===== src/rtl/if_prefetch_unit_if.sv =====
// Instruction-memory request/response channel used by the fetch front end.
// The request side is a valid/ready handshake. Responses return in request
// order with variable latency and have no backpressure.
interface if_prefetch_unit_if #(
  parameter int unsigned DATA_W = 32
) ();

  logic              imem_req_valid;
  logic [DATA_W-1:0] imem_req_addr;
  logic              imem_req_ready;
  logic              imem_rsp_valid;
  logic [DATA_W-1:0] imem_rsp_data;

  // Fetch unit side: it issues requests and consumes responses.
  modport master (
    output imem_req_valid,
    output imem_req_addr,
    input  imem_req_ready,
    input  imem_rsp_valid,
    input  imem_rsp_data
  );

  // Memory side: it accepts requests and returns instruction words.
  modport slave (
    input  imem_req_valid,
    input  imem_req_addr,
    output imem_req_ready,
    output imem_rsp_valid,
    output imem_rsp_data
  );

endinterface


===== src/rtl/if_prefetch_unit.sv =====
// Fetch front end of the 5-stage MIPS pipeline. It owns the fetch PC and
// issues in-order requests to instruction memory. Returned words are queued
// in a small FIFO, and the head instruction is presented to IF/ID together
// with its PC+4. A branch redirects fetch, flushes the queue and discards
// responses that are still in flight.
module if_prefetch_unit #(
  parameter int unsigned       DATA_W   = 32,
  parameter int unsigned       DEPTH    = 4,
  parameter logic [DATA_W-1:0] RESET_PC = '0
) (
  input  logic                clk,
  input  logic                rst,
  if_prefetch_unit_if.master  imem,
  input  logic                branch,
  input  logic [DATA_W-1:0]   pc_branch,
  input  logic                stall,
  output logic [DATA_W-1:0]   Instruction_F,
  output logic [DATA_W-1:0]   PcPlus4_F,
  output logic                valid_F
);

  localparam int unsigned PTR_W = (DEPTH > 1) ? $clog2(DEPTH) : 1;
  localparam int unsigned CNT_W = $clog2(DEPTH) + 1;
  localparam int unsigned SUM_W = CNT_W + 1;

  typedef struct packed {
    logic [DATA_W-1:0] instr;
    logic [DATA_W-1:0] pc4;
  } fetch_entry_t;

  // Architectural state
  logic [DATA_W-1:0] fetch_pc,    fetch_pc_n;
  logic [CNT_W-1:0]  count,       count_n;
  logic [CNT_W-1:0]  outstanding, outstanding_n;
  logic [CNT_W-1:0]  discard,     discard_n;
  logic [PTR_W-1:0]  head,        head_n;
  logic [PTR_W-1:0]  tail,        tail_n;
  logic [PTR_W-1:0]  sq_wr,       sq_wr_n;
  logic [PTR_W-1:0]  sq_rd,       sq_rd_n;

  // Storage: the instruction FIFO and the side queue of PC+4 per in-flight request
  fetch_entry_t      fifo_mem [DEPTH];
  logic [DATA_W-1:0] sq_mem   [DEPTH];

  // Per-cycle events
  logic              req_valid;
  logic              accept;
  logic              rsp_fire;
  logic              push;
  logic              pop;
  logic [SUM_W-1:0]  occupancy;
  logic [DATA_W-1:0] pc_plus4;
  logic [DATA_W-1:0] branch_target;
  fetch_entry_t      head_entry;

  // Requests reserve a FIFO slot, so queued plus in-flight never exceeds DEPTH
  always_comb begin
    occupancy     = SUM_W'(count) + SUM_W'(outstanding);
    req_valid     = rst && !branch && (occupancy < SUM_W'(DEPTH));
    accept        = req_valid && imem.imem_req_ready;
    rsp_fire      = imem.imem_rsp_valid && (outstanding != '0);
    push          = rsp_fire && !branch && (discard == '0);
    pop           = valid_F && !stall && !branch;
    pc_plus4      = fetch_pc + DATA_W'(4);
    branch_target = {pc_branch[DATA_W-1:2], 2'b00};
  end

  assign imem.imem_req_valid = req_valid;
  assign imem.imem_req_addr  = fetch_pc;

  // Head-of-queue presentation; a nop with zero PC+4 is shown when empty
  always_comb begin
    valid_F       = (count != '0);
    head_entry    = fifo_mem[head];
    Instruction_F = valid_F ? head_entry.instr : '0;
    PcPlus4_F     = valid_F ? head_entry.pc4   : '0;
  end

  // Next-state computation; a branch overrides pop and push in its cycle
  always_comb begin
    fetch_pc_n    = fetch_pc;
    count_n       = count;
    discard_n     = discard;
    head_n        = head;
    tail_n        = tail;
    sq_wr_n       = sq_wr;
    sq_rd_n       = sq_rd;
    outstanding_n = outstanding + CNT_W'(accept) - CNT_W'(rsp_fire);

    if (accept) begin
      sq_wr_n = sq_wr + PTR_W'(1);
    end
    if (rsp_fire) begin
      sq_rd_n = sq_rd + PTR_W'(1);
    end

    if (branch) begin
      fetch_pc_n = branch_target;
      count_n    = '0;
      head_n     = tail;
      discard_n  = outstanding - CNT_W'(rsp_fire);
    end else begin
      if (accept) begin
        fetch_pc_n = pc_plus4;
      end
      if (rsp_fire && (discard != '0)) begin
        discard_n = discard - CNT_W'(1);
      end
      if (push) begin
        tail_n = tail + PTR_W'(1);
      end
      if (pop) begin
        head_n = head + PTR_W'(1);
      end
      count_n = count + CNT_W'(push) - CNT_W'(pop);
    end
  end

  // Control state register with asynchronous active-low reset
  always_ff @(posedge clk or negedge rst) begin
    if (!rst) begin
      fetch_pc    <= RESET_PC;
      count       <= '0;
      outstanding <= '0;
      discard     <= '0;
      head        <= '0;
      tail        <= '0;
      sq_wr       <= '0;
      sq_rd       <= '0;
    end else begin
      fetch_pc    <= fetch_pc_n;
      count       <= count_n;
      outstanding <= outstanding_n;
      discard     <= discard_n;
      head        <= head_n;
      tail        <= tail_n;
      sq_wr       <= sq_wr_n;
      sq_rd       <= sq_rd_n;
    end
  end

  // Data storage; contents are only observed through valid entries, so no reset
  always_ff @(posedge clk) begin
    if (accept) begin
      sq_mem[sq_wr] <= pc_plus4;
    end
    if (push) begin
      fifo_mem[tail] <= '{instr: imem.imem_rsp_data, pc4: sq_mem[sq_rd]};
    end
  end

endmodule


===== src/flat_wrapper.sv =====
// flat-port wrapper written by rule: the top's interface ports become plain ports
module if_prefetch_unit_flat 
#(
  parameter int unsigned       DATA_W   = 32,
  parameter int unsigned       DEPTH    = 4,
  parameter logic [DATA_W-1:0] RESET_PC = '0
)
  (clk, rst, branch, pc_branch, stall, Instruction_F, PcPlus4_F, valid_F, imem_imem_req_valid, imem_imem_req_addr, imem_imem_req_ready, imem_imem_rsp_valid, imem_imem_rsp_data);
  if_prefetch_unit_if #(.DATA_W(DATA_W)) imem_i ();
  input  logic clk;
  input  logic rst;
  input  logic branch;
  input  logic [DATA_W-1:0] pc_branch;
  input  logic stall;
  output logic [DATA_W-1:0] Instruction_F;
  output logic [DATA_W-1:0] PcPlus4_F;
  output logic valid_F;
  output wire logic [$bits(imem_i.imem_req_valid)-1:0] imem_imem_req_valid;
  output wire logic [$bits(imem_i.imem_req_addr)-1:0] imem_imem_req_addr;
  input wire logic [$bits(imem_i.imem_req_ready)-1:0] imem_imem_req_ready;
  input wire logic [$bits(imem_i.imem_rsp_valid)-1:0] imem_imem_rsp_valid;
  input wire logic [$bits(imem_i.imem_rsp_data)-1:0] imem_imem_rsp_data;
  assign imem_imem_req_valid = imem_i.imem_req_valid;
  assign imem_imem_req_addr = imem_i.imem_req_addr;
  assign imem_i.imem_req_ready = imem_imem_req_ready;
  assign imem_i.imem_rsp_valid = imem_imem_rsp_valid;
  assign imem_i.imem_rsp_data = imem_imem_rsp_data;
  if_prefetch_unit #(.DATA_W(DATA_W), .DEPTH(DEPTH), .RESET_PC(RESET_PC)) u_core (.clk(clk), .rst(rst), .imem(imem_i), .branch(branch), .pc_branch(pc_branch), .stall(stall), .Instruction_F(Instruction_F), .PcPlus4_F(PcPlus4_F), .valid_F(valid_F));
endmodule

===== config.mk =====
export PLATFORM = sky130hd
export DESIGN_NAME = if_prefetch_unit_flat
export DESIGN_NICKNAME = d
export VERILOG_FILES = /design/src/rtl/if_prefetch_unit_if.sv /design/src/rtl/if_prefetch_unit.sv /design/src/flat_wrapper.sv
export SDC_FILE = /design/constraint.sdc
export NUM_CORES = 1
export LEC_CHECK = 0
export ABC_AREA = 1
export BUFFER_PORTS_ARGS = -buffer_cell sky130_fd_sc_hd__buf_2
export CAP_MARGIN = 30
export CORE_ASPECT_RATIO = 0.5
export CORE_UTILIZATION = 30
export DETAILED_ROUTE_END_ITERATION = 12
export PLACE_DENSITY = 0.43
export SYNTH_ARGS = -nofsm -noshare
export SYNTH_HDL_FRONTEND = slang
export SYNTH_SLANG_ARGS = --single-unit

===== constraint.sdc =====
create_clock -name clk -period 4.8 [get_ports clk]
set_input_delay 0.48 -clock clk [delete_from_list [all_inputs] [get_ports clk]]
set_output_delay 0.48 -clock clk [all_outputs]
set_load 0.01 [all_outputs]

### Yosys cells after proc, flatten, opt, wreduce, memory -nomap -nowiden

Memories as Yosys holds them, arrays and structs flattened.
Cells that the tools add are included.
Widths: inputs -> output; s select.

| cells by class | value |
|---|---|
| add/subtract/negate cells | 12 |
| order comparisons | 1 |
| muxes and demuxes | 13 |
| bitwise gates (word level) | 1 |
| reduce and logical (&&, ||, !) cells | 19 |

Operators by type and width:

| kind | count |
|---|---|
| $mux 32 | 4 |
| $add 32x3->32 const B | 1 |
| $logic_and 1x1->1 | 9 |
| $mux 3 | 3 |
| $reduce_bool 3->1 | 3 |
| $sub 3x1->3 | 3 |
| $add 2x1->2 const B | 4 |
| $add 3x1->3 | 2 |
| $reduce_bool 2->1 | 3 |
| $add 3x3->4 | 1 |
| $lt 4x3->1 const B | 1 |
| $mux 1 | 4 |
| $mux 2 | 2 |
| $logic_not 3->1 | 1 |
| $sub 3x1->3 const B | 1 |
| $logic_not 1->1 | 2 |
| $reduce_and 2->1 | 1 |
| $not 1->1 | 1 |

| word-level totals | value |
|---|---|
| flip-flop bits (word level) | 49 |
| RAM bits | 384 |
| input bits | 70 |
| output and inout port bits | 98 |
| logic and storage cells | 56 |
| memories kept | 2 |

Memory list:

| name | words | width | rd ports | clocked after Yosys merged registers in | wr ports | RTL line | RTL |
|---|---|---|---|---|---|---|---|
| u_core.fifo_mem | 4 | 64 | 1 | 0 | 1 | if_prefetch_unit.sv:42 | `fetch_entry_t fifo_mem [DEPTH];` |
| u_core.sq_mem | 4 | 32 | 1 | 0 | 1 | if_prefetch_unit.sv:43 | `logic [DATA_W-1:0] sq_mem [DEPTH];` |

### Longest topological paths before layout

| depth | value |
|---|---|
| depth after elaboration | 7 |
| depth in mapped cells | 11 |
| depth with buffers taken out | 11 |

### Worst setup path after synthesis

No wires, ideal clock.

| timing | value |
|---|---|
| kind | register -> register |
| start | register u_core.outstanding[1] |
| end | memory u_core.fifo_mem[0][10] in the netlist's numbering (enable) |
| library setup time | 483 ps |
| data arrival time | 3607 ps |
| required time | 4317 ps |
| setup slack | 710 ps |
| cell stages (with the launch flop) | 5 |
| buffers on the path | 0 |
| period minus slack after synthesis | 4090 ps |
| cells stage by stage | dfrtp_1 inv_1 a21boi_2 nand4_1 nor2_1 |

| on the way | value |
|---|---|
| cells in the longest elaborated chain, start to end | 6 |

RTL lines:

| element | RTL line | RTL |
|---|---|---|
| start: declaration | if_prefetch_unit.sv:34 | `logic [CNT_W-1:0] outstanding, outstanding_n;` |
| start signal: assignment | if_prefetch_unit.sv:133 | `outstanding <= outstanding_n;` |
| $reduce_bool 3->1 | if_prefetch_unit.sv:61 | `rsp_fire = imem.imem_rsp_valid && (outstanding != '0);` |
| $logic_and 1x1->1 | if_prefetch_unit.sv:61 |  |
| $logic_and 1x1->1 (2 in series) | if_prefetch_unit.sv:62 | `push = rsp_fire && !branch && (discard == '0);` |
| $mux 1 | if_prefetch_unit.sv:147 | `if (push) begin` |
| $mux 1 (not written as such) | if_prefetch_unit.sv:148 | `fifo_mem[tail] <= '{instr: imem.imem_rsp_data, pc4: sq_mem[sq_rd]};` |
| end: declaration | if_prefetch_unit.sv:42 |  |

No other way between the ends.

### Worst setup path in the final report

| timing | value |
|---|---|
| start | register u_core.head[0] |
| end | output port PcPlus4_F[28] |

| on the way | value |
|---|---|
| cells in the longest elaborated chain, start to end | 2 |

RTL lines:

| element | RTL line | RTL |
|---|---|---|
| start: declaration | if_prefetch_unit.sv:36 | `logic [PTR_W-1:0] head, head_n;` |
| start signal: assignment | if_prefetch_unit.sv:135 | `head <= head_n;` |
| $mem_v2 4x64 | -- |  |
| $mux 32 | if_prefetch_unit.sv:76 | `PcPlus4_F = valid_F ? head_entry.pc4 : '0;` |
| end: declaration | flat_wrapper.sv:16 | `output logic [DATA_W-1:0] PcPlus4_F;` |

No other way between the ends.

==> flow_metrics.env <==
export IMPL_status="complete, no violations"
export IMPL_avgRoutedWirePerCell_um=17.9
export IMPL_ctsHoldBuffers=0
export IMPL_grt_pass1_wl_mm=67.5
export IMPL_synthCells=1541
export IMPL_synth_top_cell_area_share_pct=63.1
export IMPL_max_stage_delay_ns=0.85
export IMPL_ir_worst_vdd_v=0.000221
export IMPL_slew_headroom_pct=39.1
export IMPL_postCtsSetupBuffers=0
export IMPL_arrival_ns=3.44
export IMPL_ys_types=37
export IMPL_postCtsResizedCells=0
export IMPL_clk_pin_slew_ns=0.06
export IMPL_synthArstFlopShare_pct=11.3
export IMPL_synth_area_um2=17500
export IMPL_wirelength_mm=44.6
export IMPL_tightestPinTransition_ns=0.914
export IMPL_drc=0
export IMPL_fillers=5705
export IMPL_htree_levels=2
export IMPL_ys_warn_count=0
export IMPL_antenna_left=0
export IMPL_hpwl_mm=26.2
export IMPL_synth_seq_cells=415
export IMPL_critPathKind="reg2out"
export IMPL_fin_area_um2=20500
export IMPL_cts_inserted_buffers=42
export IMPL_die_h_um=173
export IMPL_hold_class="in2reg"
export IMPL_vias=11300
export IMPL_finalCriticalPeriod_ns=3.92
export IMPL_clk_path_buf_depth=3
export IMPL_dp_slack_ns=1.34
export IMPL_hold_viol=0
export IMPL_worst_slack_ns=0.884
export IMPL_grt_start_max_net_pins=77
export IMPL_placed_area_um2=19200
export IMPL_drive_above_1_share_pct=16.8
export IMPL_avgSynthCellArea_um2=11.4
export IMPL_synth_edf_count=368
export IMPL_cp_data_required_time_ns=4.32
export IMPL_gp_congestion=0.724
export IMPL_die_area_um2=59400
export IMPL_root_buffer="clkbuf_16"
export IMPL_first_global_vias=11000
export IMPL_tns_ns=0
export IMPL_worst_clock_skew_ns=0.0181
export IMPL_initial_utilization_pct=30.5
export IMPL_critPathCaptureType="primary output"
export IMPL_fin_cells=2490
export IMPL_yosysSeqAreaShare_pct=69.8
export IMPL_clock_sinks=415
export IMPL_numPortBuffers=161
export IMPL_core_region_area_um2=57500
export IMPL_area_growth_pct=16.9
export IMPL_final_setup_viol_count=0
export IMPL_rsz0062_at_grt="no"
export IMPL_grt_use_total_pct=15.0
export IMPL_crit_chain="clkinv_2 -> buf_4 -> o21ai_0 -> a21oi_1 -> buf_2"
export IMPL_grt_overflow_total=0
export IMPL_fmax_mhz=255
export IMPL_p_per_area_nw_per_um2=560
export IMPL_yosysTopAreaCell="edfxtp_1"
export IMPL_hold_worst_slack_ns=0.149
export IMPL_ys_top_cells_by_area="edfxtp_1, nor2_1, dfrtp_1"
export IMPL_cts_tree="built"
export IMPL_antenna_found_initial=0
export IMPL_clk_latency_ns=0.55
export IMPL_die_x_um=344
export IMPL_num_rows=62
export IMPL_leakage_nw=7.49
export IMPL_cpMaxStageDelayCell="clkinv_2"
export IMPL_path_max_fanout=64
export IMPL_fin_nets=1782
export IMPL_start_kind="flip-flop"
export IMPL_place_inst=2415
export IMPL_drt_iter0_drc=634
export IMPL_ys_flop_type="edfxtp_1"
export IMPL_drtPass1Iterations=4
export IMPL_antenna_diode_count=0
export IMPL_slew_violations=0
export IMPL_io_pins=168
export IMPL_r2r_slack_ns=1.77
export IMPL_vias_per_cell=4.53
export IMPL_layout_worst_path_cycle_share_pct=81.6
export IMPL_maxCapViolations=0
[power by group]
part / leakage, nW / switching [mW] / internal (mW) / total [mW]
clock: 0.626 / 1.36 / 1.75 / 3.11
sequential: 3.89 / 0.261 / 4.46 / 4.72
combinational: 2.98 / 2.55 / 1.09 / 3.64
[worst paths after layout]
kind                                       startpoint                       endpoint  cells past startpoint
max in group asynchronous                         rst                 u_core.head[0]                      2
worst min register to register      u_core.discard[1]              u_core.discard[1]                      2
worst max register to register  u_core.outstanding[1]                u_core.count[2]                      9
worst max-delay path                   u_core.head[0]                  PcPlus4_F[28]                      5
min in group asynchronous                         rst  u_core.imem.imem_req_addr[29]                      2
worst min-delay path                     pc_branch[4]   u_core.imem.imem_req_addr[4]                      3
[area by class of cell]
cell class / count / area, um2 / share of cell area [%]
Clock buffer: 52 / 1150 / 5.63
Clock inverter: 23 / 138 / 0.672
Inverter: 73 / 275 / 1.34
Multi-Input combinational cell: 974 / 4670 / 22.8
Sequential cell: 415 / 12200 / 59.7
Tap cell: 768 / 961 / 4.69
Timing Repair Buffer: 185 / 1040 / 5.10
[critical path: cells and delay by family, from the launching register on]
family / cells / cell delay (ns)
flops: 1 / 0.82
compound gates: 2 / 0.38
buf+inv: 3 / 1.66
[metrics by stage]
stage                     utilization [%]  power, mW
after CTS                            35.6       11.7
after detailed placement             33.4       8.56
after floorplan                         -       7.03
after global routing                 35.6       12.3
final                                35.6       11.5
after global placement               33.3       8.52
[logic make-up (layout without fill, tap and decap cells)]
family                   count (synthesis)  count (layout)  synth area share [%]
XOR/XNOR                                15              15                 0.793
other                                    1               4                0.0214
AND/OR/NAND/NOR                        636             636                  15.1
flip-flops                             415             415                  69.8
buffers and inverters                  155             333                  3.79
adder cells (fa/ha/maj)                 21              21                  1.59
AO/OA/AOI/OAI                          298             298                  8.88
[sequential cells by signal, indices dropped and copies added (netlist names)]
signal	count
u_core.count	3
u_core.discard	3
u_core.fifo_mem	248
u_core.head	2
u_core.imem.imem_req_addr	30
u_core.outstanding	3
u_core.sq_mem	120
u_core.sq_rd	2
u_core.sq_wr	2
u_core.tail	2
[Yosys cell counts, types with 2 or more instances]
cell type and count:
and2_1 11, nand2_4 2, nor2_2 6, o211ai_1 4
xnor2_1 7, ha_1 19, nor2_1 352, nand3_2 5
a21oi_1 65, dfrtp_1 47, inv_2 5, edfxtp_1 368
o21ai_0 194, buf_1 4, o22ai_1 30, o21bai_1 4
nand3_1 42, buf_2 19, nand2_2 6, nand2_1 192
nor2_4 9, buf_6 2, nand4_1 3, xor2_1 7
clkinv_1 3, clkbuf_1 48, buf_4 8, fa_1 2
nand3b_1 6, inv_1 64
[routing by layer]
metal / global-route usage (%) / up-vias / part of all wire [%]
li1: - / 5600 / -
met1: 21.2 / 5495 / 48
met2: 24.3 / 143 / 46
met3: 2.77 / 37 / 4.1
met4: 2.59 / 0 / 1.1
met5: 0 / - / 0
[layout by cell type (no fill, tap or decap), drive strengths merged]
cell type	count
o211ai	4
nor2	367
dfrtp	47
edfxtp	368
a21boi	1
a21oi	65
o22ai	30
clkbuf	52
o21ai	194
inv	69
xnor2	7
bufinv	1
o21bai	4
and2	11
buf	185
clkinv	23
nand2	200
ha	19
nor3	1
nand3b	6
fa	2
conb	4
clkinvlp	3
nand4	3
nand3	47
and3	1
xor2	8
No activity file was read; power rests on OpenSTA's default activity.
